## config.mk

```make
export PLATFORM = sky130hd
export DESIGN_NAME = grid_seeder
export DESIGN_NICKNAME = d
export VERILOG_FILES = /design/src/rtl/grid_seeder.sv
export SDC_FILE = /design/constraint.sdc
export NUM_CORES = 1
export LEC_CHECK = 0
export ABC_AREA = 1
export ABC_CLOCK_PERIOD_IN_PS = 2700
export CAP_MARGIN = 0
export CORE_ASPECT_RATIO = 1.4
export CORE_MARGIN = 2
export CORE_UTILIZATION = 40
export DETAILED_ROUTE_END_ITERATION = 10
export DONT_BUFFER_PORTS = 1
export HOLD_SLACK_MARGIN = 0.08
export PLACE_DENSITY_LB_ADDON = 0.25
export SYNTH_ARGS = -nofsm -noshare
export SYNTH_HDL_FRONTEND = slang
export SYNTH_SLANG_ARGS = --single-unit
```

## constraint.sdc

```tcl
create_clock -name CLOCK_50 -period 2.7 [get_ports CLOCK_50]
set_input_delay 0.675 -clock CLOCK_50 [delete_from_list [all_inputs] [get_ports CLOCK_50]]
set_output_delay 0.675 -clock CLOCK_50 [all_outputs]
set_load 0.05 [all_outputs]
```

## src/rtl/grid_seeder.sv

```systemverilog
// Game of Life grid loader: clear, pseudo-random fill or single-cell toggle.
// Writes one cell per cycle into the grid memory while busy is held high.
module grid_seeder #(
    parameter int          WIDTH     = 80,
    parameter int          HEIGHT    = 60,
    parameter logic [15:0] LFSR_SEED = 16'hACE1
) (
    input  logic        CLOCK_50,
    input  logic        resetn,
    input  logic        start,
    input  logic [1:0]  mode,
    input  logic [2:0]  density,
    input  logic [6:0]  cell_x,
    input  logic [5:0]  cell_y,
    output logic [12:0] rd_addr,
    input  logic        rd_data,
    output logic        wr_en,
    output logic [12:0] wr_addr,
    output logic        wr_data,
    output logic        busy,
    output logic        done
);

    localparam logic [6:0]  X_LAST = 7'(WIDTH - 1);
    localparam logic [5:0]  Y_LAST = 6'(HEIGHT - 1);
    localparam logic [6:0]  X_IMAX = 7'(WIDTH - 2);
    localparam logic [5:0]  Y_IMAX = 6'(HEIGHT - 2);
    localparam logic [12:0] A_LAST = 13'(WIDTH * HEIGHT - 1);
    localparam logic [12:0] W13    = 13'(WIDTH);
    localparam logic [15:0] SEED   = (LFSR_SEED == 16'h0000) ? 16'h0001 : LFSR_SEED;
    localparam logic [1:0]  M_RAND = 2'b01;
    localparam logic [1:0]  M_TOG  = 2'b10;

    typedef enum logic [2:0] {IDLE, SWEEP, TOG_RD, TOG_WR, FINISH} state_t;

    state_t      state, state_d;
    logic [1:0]  mode_q, mode_d;
    logic [2:0]  dens_q, dens_d;
    logic [6:0]  x_q, x_d;
    logic [5:0]  y_q, y_d;
    logic [15:0] lfsr_q, lfsr_d;
    logic [12:0] rd_addr_q, rd_addr_d;
    logic [12:0] wr_addr_q, wr_addr_d;
    logic        wr_en_q, wr_en_d;
    logic        wr_data_q, wr_data_d;
    logic        busy_q, busy_d;
    logic        done_q, done_d;
    logic        accept, tog_ok;
    logic [12:0] tog_addr;

    function automatic logic [15:0] lfsr_step(input logic [15:0] s);
        return (s >> 1) ^ (s[0] ? 16'hB400 : 16'h0000);
    endfunction

    // Perimeter is always dead; interior is alive only in random mode.
    function automatic logic cell_val(input logic [6:0] x, input logic [5:0] y,
                                      input logic [1:0] m, input logic [2:0] dn,
                                      input logic [15:0] l);
        logic perim;
        perim = (x == 7'd0) || (x == X_LAST) || (y == 6'd0) || (y == Y_LAST);
        return !perim && (m == M_RAND) && (l[2:0] < dn);
    endfunction

    assign accept   = start && (state == IDLE || state == FINISH);
    assign tog_ok   = (cell_x >= 7'd1) && (cell_x <= X_IMAX) &&
                      (cell_y >= 6'd1) && (cell_y <= Y_IMAX);
    assign tog_addr = 13'(cell_y) * W13 + 13'(cell_x);

    always_comb begin
        state_d   = state;
        mode_d    = mode_q;
        dens_d    = dens_q;
        x_d       = x_q;
        y_d       = y_q;
        lfsr_d    = lfsr_q;
        rd_addr_d = rd_addr_q;
        wr_addr_d = wr_addr_q;
        wr_en_d   = 1'b0;
        wr_data_d = 1'b0;
        busy_d    = 1'b0;
        done_d    = 1'b0;
        case (state)
            SWEEP: begin
                if (wr_addr_q == A_LAST) begin
                    state_d = FINISH;
                    done_d  = 1'b1;
                end else begin
                    if (x_q == X_LAST) begin
                        x_d = 7'd0;
                        y_d = y_q + 6'd1;
                    end else begin
                        x_d = x_q + 7'd1;
                    end
                    wr_en_d   = 1'b1;
                    busy_d    = 1'b1;
                    wr_addr_d = wr_addr_q + 13'd1;
                    wr_data_d = cell_val(x_d, y_d, mode_q, dens_q, lfsr_q);
                    lfsr_d    = lfsr_step(lfsr_q);
                end
            end
            TOG_RD: begin
                state_d   = TOG_WR;
                wr_en_d   = 1'b1;
                busy_d    = 1'b1;
                wr_addr_d = rd_addr_q;
            end
            TOG_WR: begin
                state_d = FINISH;
                done_d  = 1'b1;
            end
            FINISH:  state_d = IDLE;
            default: state_d = IDLE;
        endcase
        // FINISH accepts a new request so back-to-back operations lose no cycle.
        if (accept) begin
            mode_d = mode;
            dens_d = density;
            if (mode == M_TOG) begin
                if (tog_ok) begin
                    state_d   = TOG_RD;
                    busy_d    = 1'b1;
                    rd_addr_d = tog_addr;
                end else begin
                    state_d = FINISH;
                    done_d  = 1'b1;
                end
            end else begin
                state_d   = SWEEP;
                x_d       = 7'd0;
                y_d       = 6'd0;
                wr_en_d   = 1'b1;
                busy_d    = 1'b1;
                wr_addr_d = 13'd0;
                wr_data_d = cell_val(7'd0, 6'd0, mode, density, lfsr_q);
                lfsr_d    = lfsr_step(lfsr_q);
            end
        end
    end

    always_ff @(posedge CLOCK_50 or negedge resetn) begin
        if (!resetn) begin
            state     <= IDLE;
            mode_q    <= 2'b00;
            dens_q    <= 3'd0;
            x_q       <= 7'd0;
            y_q       <= 6'd0;
            lfsr_q    <= SEED;
            rd_addr_q <= 13'd0;
            wr_addr_q <= 13'd0;
            wr_en_q   <= 1'b0;
            wr_data_q <= 1'b0;
            busy_q    <= 1'b0;
            done_q    <= 1'b0;
        end else begin
            state     <= state_d;
            mode_q    <= mode_d;
            dens_q    <= dens_d;
            x_q       <= x_d;
            y_q       <= y_d;
            lfsr_q    <= lfsr_d;
            rd_addr_q <= rd_addr_d;
            wr_addr_q <= wr_addr_d;
            wr_en_q   <= wr_en_d;
            wr_data_q <= wr_data_d;
            busy_q    <= busy_d;
            done_q    <= done_d;
        end
    end

    assign rd_addr = rd_addr_q;
    assign wr_en   = wr_en_q;
    assign wr_addr = wr_addr_q;
    assign busy    = busy_q;
    assign done    = done_q;
    // The read data only arrives in the write cycle itself, so the toggle
    // value bypasses the output register.
    assign wr_data = (state == TOG_WR) ? ~rd_data : wr_data_q;

endmodule

```

[After elaboration in Yosys (flattened, before gate mapping)]
Index checks and enable logic that the tools add are counted.
Operators by class
  $add $sub $neg: 4
  equal/unequal tests: 11
  bitwise operators: 2
  magnitude comparators: 5
  multipliers: 1
  mux-type cells: 45
  reduce and logical (&&, ||, !) cells: 15
Operators by type and width (count)
  16-bit two-way mux: 5
  7-bit two-way mux: 7
  6-bit two-way mux: 7
  13-bit two-way mux: 3
  13-bit case mux with 2 select lines: 1
  15-bit by 16-bit XOR with 16-bit output: 1
  1-bit two-way mux: 15
  7-bit == test (second input constant): 2
  13-bit by 1-bit adder with 13-bit output (second input constant): 1
  13-bit by 7-bit adder with 13-bit output: 1
  13-bit == test (second input constant): 1
  3-bit two-way mux: 4
  6-bit by 3-bit multiplier with 9-bit output (second input constant): 1
  3-bit case mux with 3 select lines: 1
  7-bit by 1-bit adder with 7-bit output (second input constant): 1
  7-bit by 1-bit >= comparator with 1-bit output (second input constant): 1
  7-bit less-or-equal comparator (second input constant): 1
  7-bit zero test: 1
  6-bit by 1-bit adder with 6-bit output (second input constant): 1
  3-bit by 2-bit == test with 1-bit output (second input constant): 2
  6-bit == test (second input constant): 1
  6-bit by 1-bit >= comparator with 1-bit output (second input constant): 1
  6-bit less-or-equal comparator (second input constant): 1
  1-bit logical AND: 6
  13 further kinds: 17
Storage, ports and cells
  bits of input ports: 22
  output and inout port bits: 30
  register bits: 67
  word-level logic and storage cells: 95

[Logic depth before layout (Yosys ltp)]
  depth in word-level cells: 15
  depth in mapped cells: 13
  depth with buffers taken out: 13

[Worst setup path before layout]
OpenSTA, ideal clock, no wires.
  kind: input to register
  from: in cell_y[1]
  to: reg rd_addr_q[12], in the netlist rd_addr[12]
  required time: 2.634 ns
  library setup time: 0.066 ns
  data arrival time: 2.322 ns
  stages on the path: 11
  path slack: 0.312 ns
  buffers on the path: 0
  cells stage by stage: ha_1 > ha_1 > inv_1 > fa_1 > nor2_1 > nor3b_1 > and2_1 > nand2_1 > nand2_1 > nand2_1 > nand2_1
On the way
  word-level cells in the longest chain between the ends: 4
  elaborated cells between the ends (all ways): 7
  those cells by class: add/sub: 1; mul: 1; order compare: 2; reduce/logical: 3
Ends and longest elaborated chain
  start, declared: RTL line 14  | input logic [5:0] cell_y,
  parallel branches: the longest is 4 deep, another holds 13-bit by 7-bit adder with 13-bit output
  end signal, assigned: RTL line 161  | rd_addr_q <= rd_addr_d;
  end, declared: RTL line 42  | logic [12:0] rd_addr_q, rd_addr_d;
Several ways; the timed one is not identified.
A chain may end at the register's enable or synchronous reset.

[Final worst setup path]
  from: reg state[2]
  to: out wr_data
On the way
  word-level cells in the longest chain between the ends: 2
Ends and longest elaborated chain
  start, declared: RTL line 36  | state_t state, state_d;
  start signal, assigned: RTL line 155  | state <= state_d;
  3-bit by 2-bit == test with 1-bit output: RTL line 177  | assign wr_data = (state == TOG_WR) ? ~rd_data : wr_data_q;
  1-bit two-way mux: RTL line 177
  end, declared: RTL line 19  | output logic wr_data,
Every way passes these cells.

==> run summary <==
power per cell area: 1200 nW/µm²
WL per Instance: 13.8 µm
worst-margin pin slew: 0.528 ns
unrepaired setup endpoints after global routing: no
reg2reg start: wr_addr[0]
Sw Ratio: 0.471
RD Place Congestion: 0.802
Layout Area Growth over Synthesis: 13.5%
net switching power figure: 2550 µW
CP max FO: 3
worst vdd ir: 0.553 mV
relative slew slack: 0.648
Total Routed Length: 8990 µm
combinational share of power: 0.388
Worst Path Required: 2.03 ns
Skew-Pair Late Insertion Delay: 0.34 ns
vias in the first global route: 3,317
io pins: 52
Ys Warns: 0
register area share after synthesis: 0.427
Hold WS: 0.177 ns
Initial Util: 0.415
max_cap viols: 0
mapped cell area: 3950 µm²
initial antenna violation count: 0
Reg area: 1690 µm²
Final ANT Viol Nets: 0
Root Driver: clkbuf_16
row count: 42
CP arrival: 1.61 ns
Critical Path Start: state[2]
P_int: 2850 µW
largest net degree at the start of global routing: 60
final core utilization: 0.472
crit path kind: flop to primary output
Setup crit start kind: flop
first-iteration detailed-routing DRC count: 141
Fin Setup TNS: 0 ns
Detail Placement HPWL: 6590 µm
Clk network pwr share: 0.214
placeable core area: 9510 µm²
H-tree levels: 3
Syn Area/Cell: 7.95 µm²
register share of total power: 0.398
CTS tree: built
crit path to: wr_data
drt via density: 5.06
fraction of layout cells with a size suffix above 1: 0.133
Die W: 88 µm
synth unique cells: 45
chip height: 122 µm
diode count: 0
r2r setup slk: 0.69 ns
Final Hold Viols: 0
drt pass-1 iters: 4
fin crit period: 2.28 ns
postcts setup bufs: 0
Via Count: 3,297
asr flop ratio synth: 1.00
worst hold path type: primary input to asynchronous set/reset pin
r2r worst-path depth: 9
endpoints failing setup: 0
Slew Limit Fails: 0
Worst Skew: 0.00872 ns
Tot Pwr: 5400 µW
top_reg_cell synth: dfrtp_1
status: complete, no violations
FILL cells: 951
clk sinks: 67
non-filler cells, final: 652
placed insts: 635
syn nets: 538
clock buffer count from CTS: 9
RR Endpoint: lfsr_q[12]
Worst-path clk slew: 0.06 ns
first-pass GRT wire length: 15,600 µm
endpoint class of the critical path: primary output
# DRC: 0
Syn Inst Count: 497
GRT Total Usage: 0.188
static leakage: 0.00219 µW
die footprint: 10,700 µm²
GRT overflow: 0
clk buf depth: 2
Multi-input gate area: 1920 µm²
nets: 556
Post-synth EDFFs: 0
port buffer count: 0
post-route clock period utilization: 0.846
register bit count reported by yosys: 67
f_max: 438 MHz
## registers in the layout, summed over array words and instances (netlist names)
name / count
dens_q: 3
lfsr_q: 16
rd_addr: 13
wr_data_q: 1
done: 1
wr_en: 1
y_q: 6
wr_addr: 13
mode_q: 2
state: 3
busy: 1
x_q: 7
## stage by stage
step | area (µm²) | setup WS [ns]
floorplan | 3950 | 0.312
detailed placement | 4170 | 0.143
CTS | 4490 | 0.377
finish | 4490 | 0.416
global placement | 4170 | 0.219
global route | 4490 | 0.239
## worst min-delay path by stage
stage | to | slack, ns | cells past startpoint
5_1_grt | lfsr_q[13] | 0.16 | 0
2_1_floorplan | busy | 0.38 | 0
6_report | lfsr_q[5] | 0.18 | 0
3_5_place_dp | lfsr_q[9] | 0.38 | 0
3_3_place_gp | lfsr_q[9] | 0.38 | 0
4_1_cts | lfsr_q[5] | 0.17 | 0
## power by group through the flow
| stage | Combinational (µW) | Sequential (µW) | Clock (µW) |
|---|---|---|---|
| floorplan | 1380 | 2380 | 0 |
| global placement | 2050 | 2150 | 0 |
| detailed placement | 2090 | 2160 | 0 |
| CTS | 2120 | 2150 | 1170 |
| global route | 2380 | 2200 | 1230 |
| finish | 2100 | 2150 | 1160 |
## cells in the mapped netlist, drive strengths merged (7+ instances only)
library cell    n  area share
a21oi          17       0.022
buf            12       0.023
dfrtp          59        0.37
dfstp           8       0.053
ha             17       0.054
inv            65       0.062
nand2         136        0.13
nand3          36       0.048
nand4           9       0.018
nor2           45       0.048
nor3            9       0.016
o21ai          33       0.045
o22ai          10       0.017
xor2            7       0.016
## cells in the final DEF, fill, tap and decap left out, types with 6 or more instances in the layout
cell and count:
dfrtp_1 59, nor2_1 40, o21ai_0 26, a31oi_1 6, xor2_1 7, nand3_1 34, inv_1 60, nor3_1 7
nand4_1 8, o211ai_1 6, a21oi_1 17, ha_1 17, o22ai_1 9, clkbuf_16 9, buf_4 19, nand2_1 131
dfstp_2 8
## cell type report
| class | instances | share of cell area |
|---|---|---|
| multi-input combinational | 352 | 0.429 |
| sequential | 67 | 0.376 |
| inverter | 65 | 0.0550 |
| clock buffer | 10 | 0.0510 |
| timing repair buffer | 20 | 0.0379 |
| tap | 132 | 0.0368 |
| clock inverter | 6 | 0.0142 |
## layer usage
metal | track usage | wire length [µm] | share of wire | up-vias
met4 | 0.0692 | 192 | 0.021 | 0
met2 | 0.325 | 4700 | 0.52 | 73
met3 | 0.0556 | 513 | 0.057 | 16
met5 | 0 | 0 | 0 | -
li1 | - | - | - | 1661
met1 | 0.217 | 3580 | 0.40 | 1547
## worst max-delay path, cell delays in order (launching register included)
cell,delay (ns)
dfrtp_1,0.42
nor3_1,0.45
nor2_1,0.07
a21oi_1,0.12
buf_4,0.21
## what timing repair did
item / CTS / global route
hold buffers: 1 / 0
endpoints found under the setup margin: 0 / 0
gates resized for setup: 0 / 0
hold endpoints to repair: 59 / 0
## logic make-up (layout without fill, tap and decap cells)
family | Yosys count | count (layout) | synth area share
and+or+nand+nor | 241 | 241 | 0.275
AOI/OAI and AO/OA | 80 | 80 | 0.120
buffers and inverters | 78 | 101 | 0.0861
DFF | 67 | 67 | 0.427
adders and majority gates | 19 | 19 | 0.0640
xor gates and xnor gates | 11 | 11 | 0.0244
muxes | 1 | 1 | 0.00285
Power figures use the tool's default switching activity.
